$ cat config.mk
export PLATFORM = sky130hd
export DESIGN_NAME = mc_controller
export DESIGN_NICKNAME = d
export VERILOG_FILES = /design/src/rtl/mc_controller.sv
export SDC_FILE = /design/constraint.sdc
export NUM_CORES = 1
export LEC_CHECK = 0
export CAP_MARGIN = 30
export CORE_MARGIN = 5
export CORE_UTILIZATION = 40
export DETAILED_ROUTE_END_ITERATION = 8
export GPL_TIMING_DRIVEN = 0
export PLACE_DENSITY = 0.83
export SYNTH_ARGS = -nofsm -noshare
export SYNTH_HDL_FRONTEND = slang
export SYNTH_SLANG_ARGS = --single-unit
$ cat constraint.sdc
create_clock -name clk -period 4.3 [get_ports clk]
set_clock_uncertainty 0.15 [all_clocks]
set_input_delay 1.29 -clock clk [delete_from_list [all_inputs] [get_ports clk]]
set_output_delay 1.29 -clock clk [all_outputs]
set_load 0.005 [all_outputs]
$ cat src/rtl/mc_controller.sv
// Multi-cycle MIPS control FSM: FETCH/DECODE/EXEC/MEMACC/WB with a shared mult/div busy timer.
// Strobes are combinational from state and Instr; the next state is registered on every clk edge.
module mc_controller #(
    parameter int MEM_LAT  = 1,
    parameter int MULT_CYC = 5,
    parameter int DIV_CYC  = 10
) (
    input  logic        clk,
    input  logic        reset,
    input  logic [31:0] Instr,
    input  logic        cmp_true,
    output logic        PCWrite,
    output logic        IRWrite,
    output logic        MemWrite,
    output logic        RegWrite,
    output logic [2:0]  Mem2Reg,
    output logic [2:0]  ALUControl,
    output logic        ALUSrc,
    output logic [2:0]  EXTControl,
    output logic [4:0]  RegAddr,
    output logic [2:0]  NPCControl,
    output logic        md_start,
    output logic        md_busy,
    output logic [2:0]  state
);

    localparam logic [2:0] S_FETCH  = 3'd0;
    localparam logic [2:0] S_DECODE = 3'd1;
    localparam logic [2:0] S_EXEC   = 3'd2;
    localparam logic [2:0] S_MEMACC = 3'd3;
    localparam logic [2:0] S_WB     = 3'd4;

    localparam int              BW        = $clog2(DIV_CYC + 1);
    localparam logic [3:0]      WAIT_LAST = 4'(MEM_LAT - 1);
    localparam logic [BW-1:0]   MULT_LOAD = BW'(MULT_CYC);
    localparam logic [BW-1:0]   DIV_LOAD  = BW'(DIV_CYC);
    localparam logic [BW-1:0]   BUSY_ONE  = BW'(1);

    logic [2:0]    r_state;
    logic [3:0]    r_wait;
    logic [BW-1:0] r_busy;

    logic [5:0] w_op;
    logic [5:0] w_fn;
    logic [4:0] w_rt;
    logic [4:0] w_rd;
    logic       w_unused;

    assign w_op     = Instr[31:26];
    assign w_fn     = Instr[5:0];
    assign w_rt     = Instr[20:16];
    assign w_rd     = Instr[15:11];
    assign w_unused = ^{Instr[25:21], Instr[10:6]};

    logic w_rtype;
    logic w_add, w_sub, w_xor, w_sll, w_jr, w_jalr, w_mult, w_div, w_mfhi, w_mflo;
    logic w_ori, w_addi, w_lui, w_lw, w_lb, w_sw, w_beq, w_bgtz, w_j, w_jal;

    assign w_rtype = (w_op == 6'h00);
    assign w_add   = w_rtype && (w_fn == 6'h20);
    assign w_sub   = w_rtype && (w_fn == 6'h22);
    assign w_xor   = w_rtype && (w_fn == 6'h26);
    assign w_sll   = w_rtype && (w_fn == 6'h00);
    assign w_jr    = w_rtype && (w_fn == 6'h08);
    assign w_jalr  = w_rtype && (w_fn == 6'h09);
    assign w_mult  = w_rtype && (w_fn == 6'h18);
    assign w_div   = w_rtype && (w_fn == 6'h1A);
    assign w_mfhi  = w_rtype && (w_fn == 6'h10);
    assign w_mflo  = w_rtype && (w_fn == 6'h12);
    assign w_ori   = (w_op == 6'h0D);
    assign w_addi  = (w_op == 6'h08);
    assign w_lui   = (w_op == 6'h0F);
    assign w_lw    = (w_op == 6'h23);
    assign w_lb    = (w_op == 6'h20);
    assign w_sw    = (w_op == 6'h2B);
    assign w_beq   = (w_op == 6'h04);
    assign w_bgtz  = (w_op == 6'h07);
    assign w_j     = (w_op == 6'h02);
    assign w_jal   = (w_op == 6'h03);

    logic w_alu_wr, w_rd_wr, w_rt_wr, w_mem, w_br, w_jmp, w_link, w_md, w_mf;

    assign w_rd_wr  = w_add | w_sub | w_xor | w_sll | w_jalr | w_mfhi | w_mflo;
    assign w_rt_wr  = w_ori | w_addi | w_lui | w_lw | w_lb;
    assign w_alu_wr = w_add | w_sub | w_xor | w_sll | w_ori | w_addi | w_lui;
    assign w_mem    = w_lw | w_lb | w_sw;
    assign w_br     = w_beq | w_bgtz;
    assign w_jmp    = w_j | w_jr;
    assign w_link   = w_jal | w_jalr;
    assign w_md     = w_mult | w_div;
    assign w_mf     = w_mfhi | w_mflo;

    logic [2:0] w_npc;

    always_comb begin
        ALUControl = 3'd0;
        if (w_sub)      ALUControl = 3'd1;
        else if (w_xor) ALUControl = 3'd2;
        else if (w_ori) ALUControl = 3'd3;
        else if (w_sll) ALUControl = 3'd4;

        Mem2Reg = 3'd0;
        if (w_lw)                Mem2Reg = 3'd1;
        else if (w_lui)          Mem2Reg = 3'd2;
        else if (w_link)         Mem2Reg = 3'd3;
        else if (w_lb)           Mem2Reg = 3'd4;
        else if (w_mfhi)         Mem2Reg = 3'd5;
        else if (w_mflo)         Mem2Reg = 3'd6;

        EXTControl = 3'd0;
        if (w_lw | w_lb | w_sw | w_beq | w_bgtz | w_addi) EXTControl = 3'd1;
        else if (w_lui)                                  EXTControl = 3'd2;

        w_npc = 3'd0;
        if (w_br)        w_npc = 3'd1;
        else if (w_j | w_jal)  w_npc = 3'd2;
        else if (w_jr | w_jalr) w_npc = 3'd4;

        RegAddr = 5'd0;
        if (w_rd_wr)      RegAddr = w_rd;
        else if (w_rt_wr) RegAddr = w_rt;
        else if (w_jal)   RegAddr = 5'd31;
    end

    assign ALUSrc = w_ori | w_addi | w_lui | w_lw | w_lb | w_sw;

    logic       w_last;
    logic       w_md_busy;
    logic [2:0] w_next;
    logic       w_pcw, w_irw, w_memw, w_regw, w_mds;

    assign w_last    = (r_wait == WAIT_LAST);
    assign w_md_busy = (r_busy != '0);

    always_comb begin
        w_next = r_state;
        w_pcw  = 1'b0;
        w_irw  = 1'b0;
        w_memw = 1'b0;
        w_regw = 1'b0;
        w_mds  = 1'b0;
        case (r_state)
            S_FETCH: begin
                if (w_last) begin
                    w_pcw  = 1'b1;
                    w_irw  = 1'b1;
                    w_next = S_DECODE;
                end
            end
            S_DECODE: w_next = S_EXEC;
            S_EXEC: begin
                // HI/LO consumers and new launches both wait for the unit to drain
                if ((w_md | w_mf) && w_md_busy) begin
                    w_next = S_EXEC;
                end else if (w_md) begin
                    w_mds  = 1'b1;
                    w_next = S_FETCH;
                end else if (w_mf || w_alu_wr) begin
                    w_next = S_WB;
                end else if (w_mem) begin
                    w_next = S_MEMACC;
                end else if (w_br) begin
                    w_pcw  = cmp_true;
                    w_next = S_FETCH;
                end else if (w_jmp) begin
                    w_pcw  = 1'b1;
                    w_next = S_FETCH;
                end else if (w_link) begin
                    w_pcw  = 1'b1;
                    w_next = S_WB;
                end else begin
                    w_next = S_FETCH;
                end
            end
            S_MEMACC: begin
                if (w_last) begin
                    w_memw = w_sw;
                    w_next = w_sw ? S_FETCH : S_WB;
                end
            end
            S_WB: begin
                w_regw = 1'b1;
                w_next = S_FETCH;
            end
            default: w_next = S_FETCH;
        endcase
    end

    // Gating with reset keeps FETCH's last-cycle strobes from firing while held in reset.
    assign PCWrite    = w_pcw  & ~reset;
    assign IRWrite    = w_irw  & ~reset;
    assign MemWrite   = w_memw & ~reset;
    assign RegWrite   = w_regw & ~reset;
    assign md_start   = w_mds  & ~reset;
    assign md_busy    = w_md_busy;
    assign NPCControl = (r_state == S_FETCH) ? 3'd0 : w_npc;
    assign state      = r_state;

    always_ff @(posedge clk or posedge reset) begin
        if (reset) begin
            r_state <= S_FETCH;
            r_wait  <= 4'd0;
            r_busy  <= '0;
        end else begin
            r_state <= w_next;
            if (w_next != r_state) begin
                r_wait <= 4'd0;
            end else if (r_state == S_FETCH || r_state == S_MEMACC) begin
                r_wait <= r_wait + 4'd1;
            end else begin
                r_wait <= 4'd0;
            end

            if (w_mds) begin
                r_busy <= w_div ? DIV_LOAD : MULT_LOAD;
            end else if (w_md_busy) begin
                r_busy <= r_busy - BUSY_ONE;
            end
        end
    end

endmodule

# == Yosys cells after proc, flatten, opt, wreduce, memory -nomap -nowiden ==
# Index checks and enable logic that the tools add are counted.
# op_classes
eq_ne,24
bitwise_logic,33
n_addsub,2
reduce_logical,19
mux,51
# op_table
operator,n
two-way mux 3 bit,24
"equality test 6 bit, second input constant",6
"equality test 6 x 4 -> 1 bit, second input constant",5
bitwise OR 1 bit,27
"equality test 6 x 5 -> 1 bit, second input constant",4
two-way mux 4 bit,5
two-way mux 1 bit,15
two-way mux 5 bit,3
"equality test 6 x 2 -> 1 bit, second input constant",2
"equality test 6 x 3 -> 1 bit, second input constant",2
logical NOT 6 bit,2
one-hot mux 3 bit (4 select lines),1
logical AND 1 bit,11
"equality test 3 x 2 -> 1 bit, second input constant",2
bitwise AND 1 bit,5
"adder 4 x 1 -> 4 bit, second input constant",1
logical NOT 4 bit,1
two-way mux 2 bit,2
nonzero test 4 bit,1
"subtractor 4 x 1 -> 4 bit, second input constant",1
"equality test 3 x 1 -> 1 bit, second input constant",1
"equality test 3 bit, second input constant",1
logical NOT 3 bit,1
!= test 3 bit,1
4 further kinds,5
# totals
wordCells,132
inputBits,35
output_inout_bits,27
reg_bits,11

# == Longest topological paths before layout ==
# logic_depth
ltp_word,15
depth_mapped,7
depth_no_buf,7

# == Least setup slack after synthesis ==
# OpenSTA, ideal clock, no wires.
# synth_timing
kind,in2out
start,input port Instr[30]
end,output port PCWrite
arrival_ps,2475
path_stages,5
n_path_buf,1
slack_ps,385
required_ps,2860
cell_sequence,buf_2 -> nor4_4 -> nand4_1 -> a21boi_0 -> o41ai_1
# synth_via
elab_chain_len,14
elab_cells_between_ends,46
cone_classes,eq/ne: 10; mux: 8; bitwise: 15; reduce/logical: 13
# synth_rtl
item,line_no,text
from (decl),10,"input logic [31:0] Instr,"
logical NOT 6 bit,59,assign w_rtype = (w_op == 6'h00);
"logical AND 1 bit, on equally long branches","60, 61",
bitwise OR 1 bit (6 in series),85,assign w_alu_wr = w_add | w_sub | w_xor | w_sll | w_ori | w_addi | w_lui;
logical OR 1 bit,158,end else if (w_mf || w_alu_wr) begin
two-way mux 1 bit,158,
two-way mux 1 bit,155,end else if (w_md) begin
two-way mux 1 bit *,153,if ((w_md | w_mf) && w_md_busy) begin
one-hot mux 1 bit (2 select lines) *,142,case (r_state)
bitwise AND 1 bit *,190,assign PCWrite = w_pcw & ~reset;
to (decl),12,"output logic PCWrite,"
# Mark *: on every way between the ends. The rest lies on a longest branch, timed or not.

# == Final worst setup path ==
# layout_timing
start,input port Instr[26]
end,output port RegAddr[3]
# layout_via
elab_chain_len,9
elab_cells_between_ends,27
cone_classes,eq/ne: 6; mux: 3; bitwise: 10; reduce/logical: 8
# layout_rtl
item,line_no,text
logical NOT 6 bit,59,
"logical AND 1 bit, on equally long branches","60, 61",
bitwise OR 1 bit (6 in series),83,assign w_rd_wr = w_add | w_sub | w_xor | w_sll | w_jalr | w_mfhi | w_mflo;
two-way mux 5 bit *,120,if (w_rd_wr) RegAddr = w_rd;
to (decl),20,"output logic [4:0] RegAddr,"
# Marks and branches as above.

==> flow_summary.toml <==
[setup_path]
end_kind = "primary output"
r2r_start = "state[0]$_DFF_PP0_"
critPathSlowestCell = "clkdlybuf4s50_1"
crit_path_max_incr_delay_ps = 530
path_class = "input pin to primary output"
start_kind = "input pin"
path_cells = "buf_2 -> or3_4 -> nand2b_4 -> a21oi_4 -> a221o_1 -> clkdlybuf4s50_1"
worst-path-max-fanout = 9
cp.required_ps = 2860
critPathLaunch = "Instr[26]"
r2r-end = "r_busy[1]$_DFFE_PP0P_"
r2r_slack_ps = 2140
arrival_ps = 2960
r2r_cells = 6

[timing]
drv_slew = 0
setup_ws_ps = -96.4
timing.fmax_mhz = 227
worst_pin_slew_ps = 622
relSlewSlack_pct = 58.4
min_period_ps = 4400
hold_viol_final = 0
rsz0062_at_grt = "true"
setup_viol = 1
period_share_pct = 102

[route]
m1WireLength_mm = 1.47
vias = 1478
top_layer = "met4"
met3_length_um = 326
avgRoutedWirePerCell_um = 15.4
drt_wl_total_mm = 3.95
first_pass_iters = 4
postRouteAntennaNets = 0
drc = 0
drt-initial-drc-count = 66
wl_met2_mm = 2.07
avgViaCountPerCell = 5.77

[synthesis]
ys_types = 45
synthesis.nets = 198
async_reset_ff_share_pct = 100
synth_edf_count = 0
yosys_warnings = 0
synthCells = 159
ys_ff_latch = 11
syn_area_um2 = 1220
synth_area_per_cell_um2 = 7.67
synth.yosys.seq_area_share_pct = 22.6
synth_ff_type = "dfrtp_1"

[cts]
numCtsBuffers = 3
insertion_delay_ps = 260
h-tree-depth = 1
ctsHoldBuffers = 0
cts_tree = "yes"
clkTransAtPathRegs_ps = 70
clockRootBuffer = "clkbuf_4"
cts_buffer_depth = 2
clock-sinks = 11

[grt]
antenna_found_initial = 0
grtUsageTotal_pct = 18.8
grt_pass1_wl_mm = 6.51
grt_pass1_vias = 1470
overflow = 0
grt_max_degree = 12

[finish]
nets = 263
instances_no_fill = 256
register_area_um2 = 275
area_growth_syn_to_layout_pct = 63.7
n_antenna_cell = 0
drive_gt1_share_pct = 27.8
fill_cells = 252
multi_input_area_um2 = 998

[floorplanning]
rows = 20
die_area_um2 = 4250
die_w_um = 65.2
initial_core_util_pct = 41.0
io_pins = 62
core_um2 = 2980
die-height_um = 65.2

[placed_design]
place_inst = 240
port_buffers = 48
hpwlAfterDp_mm = 2.84
place_ws_ps = -838
place_congestion = 0.758

[run_status]
violations = "setup timing"
status = "finished, violations left"

[worst_hold_path]
hold_class = "flop to flop"
min-delay-start = "r_wait[0]$_DFF_PP0_"
whs_path_depth = 1
holdPathEnd = "r_wait[0]$_DFF_PP0_"

[power]
p_leak_nw = 0.894
total_power_uw = 552
vdd_drop_max_v = 0.000113
power_density_nw_per_um2 = 276

[flow_run]
drv_cap = 0
==> cell families (layout without fill, tap and decap cells) <==
group | after synthesis | count (layout) | synth area share, %
DFF | 11 | 11 | 22.6
AOI/OAI and AO/OA | 41 | 41 | 24.0
other | 1 | 1 | 0.307
xor gates and xnor gates | 6 | 6 | 4.31
buffers and inverters | 22 | 86 | 7.49
adders and majority gates | 4 | 4 | 4.10
and+or+nand+nor | 74 | 74 | 37.2
==> layout by cell type (no fill, tap or decap), types with 3 or more instances in the layout <==
| cell | Yosys | routed |
|---|---|---|
| nand3_1 | 7 | 7 |
| o41ai_2 | 0 | 3 |
| ha_1 | 4 | 4 |
| clkbuf_4 | 0 | 4 |
| o21ai_0 | 11 | 8 |
| dlygate4sd2_1 | 0 | 5 |
| clkdlybuf4s15_2 | 0 | 3 |
| clkbuf_1 | 5 | 3 |
| o211ai_1 | 3 | 3 |
| buf_4 | 1 | 13 |
| and4_1 | 3 | 3 |
| a221o_1 | 5 | 5 |
| nand2_1 | 7 | 6 |
| and2_0 | 4 | 3 |
| nor3_1 | 6 | 6 |
| nand2b_1 | 5 | 4 |
| nor2b_1 | 6 | 5 |
| buf_2 | 4 | 10 |
| nor2_1 | 15 | 11 |
| xnor2_1 | 4 | 4 |
| dlymetal6s2s_1 | 0 | 4 |
| dfrtp_1 | 11 | 11 |
| o221ai_1 | 3 | 3 |
| clkdlybuf4s50_1 | 0 | 27 |
| inv_1 | 12 | 11 |
| a21oi_1 | 6 | 4 |
==> registers in the layout (all words and copies together) (netlist names) <==
signal and flops:
r_wait 4, r_busy 4, state 3
==> timing repair <==
item | in CTS | in global routing
setup endpoints to repair | 21 | 11
setup buffers | 8 | 4
pin swaps | 10 | 10
gates resized for setup | 71 | 30
==> routing by layer <==
metal	vias up	global-route usage, %
met2	60	35.9
met3	8	4.44
met1	698	20.8
met4	0	4.15
li1	712	-
met5	-	0
==> worst max-delay path, delay by kind of cell <==
kind	cells	cell delay, ps
AND/OR/NAND/NOR	2	580
buffers and inverters	2	690
AO/OA/AOI/OAI	2	390
==> worst max path at each step <==
stage	end	cells after the start
floorplan	PCWrite	5
global placement	RegAddr[3]	6
detailed placement	RegAddr[1]	6
CTS	RegAddr[0]	6
global route	RegAddr[3]	7
finish	RegAddr[3]	6
==> power by group <==
part / total, mW / switching, mW / internal (mW) / leakage [nW]
clock: 0.0695 / 0.0336 / 0.0359 / 0.0150
combinational: 0.318 / 0.151 / 0.167 / 0.737
sequential: 0.165 / 0.0288 / 0.136 / 0.142
total: 0.552 / 0.214 / 0.338 / 0.894
==> synthesized netlist by cell type, types with 4 or more instances <==
library cell	count	area (um^2)
nand2_1	7	26.3
and2_0	4	25.0
nor3_1	6	30.0
nor2_1	15	56.3
inv_1	12	45.0
clkbuf_1	5	18.8
nand2b_1	5	31.3
xnor2_1	4	35.0
buf_2	4	20.0
ha_1	4	50.1
nor2b_1	6	37.5
o21ai_0	11	55.1
a221o_1	5	50.1
a21oi_1	6	30.0
nand3_1	7	35.0
dfrtp_1	11	275
==> final cells by class <==
type	instances	area share [%]
Tap cell	33	2.07
Clock buffer	4	1.32
Buffer	10	3.51
Inverter	12	2.44
Sequential cell	11	13.8
Timing Repair Buffer	60	26.9
Multi-Input combinational cell	126	50.0
==> metrics by stage <==
| stage | hold WS [ps] | setup TNS [ps] | cell area [um^2] | util [%] |
|---|---|---|---|---|
| floorplan | 299 | 0 | 1220 | - |
| global placement | 328 | -11160 | 1740 | 58.5 |
| detailed placement | 354 | -11360 | 1740 | 58.5 |
| CTS | 363 | -401 | 1950 | 65.5 |
| global route | 389 | -305 | 2000 | 67.1 |
| finish | 354 | -96.4 | 2000 | 67.1 |
Note: power is estimated with default switching activity, not from simulation.
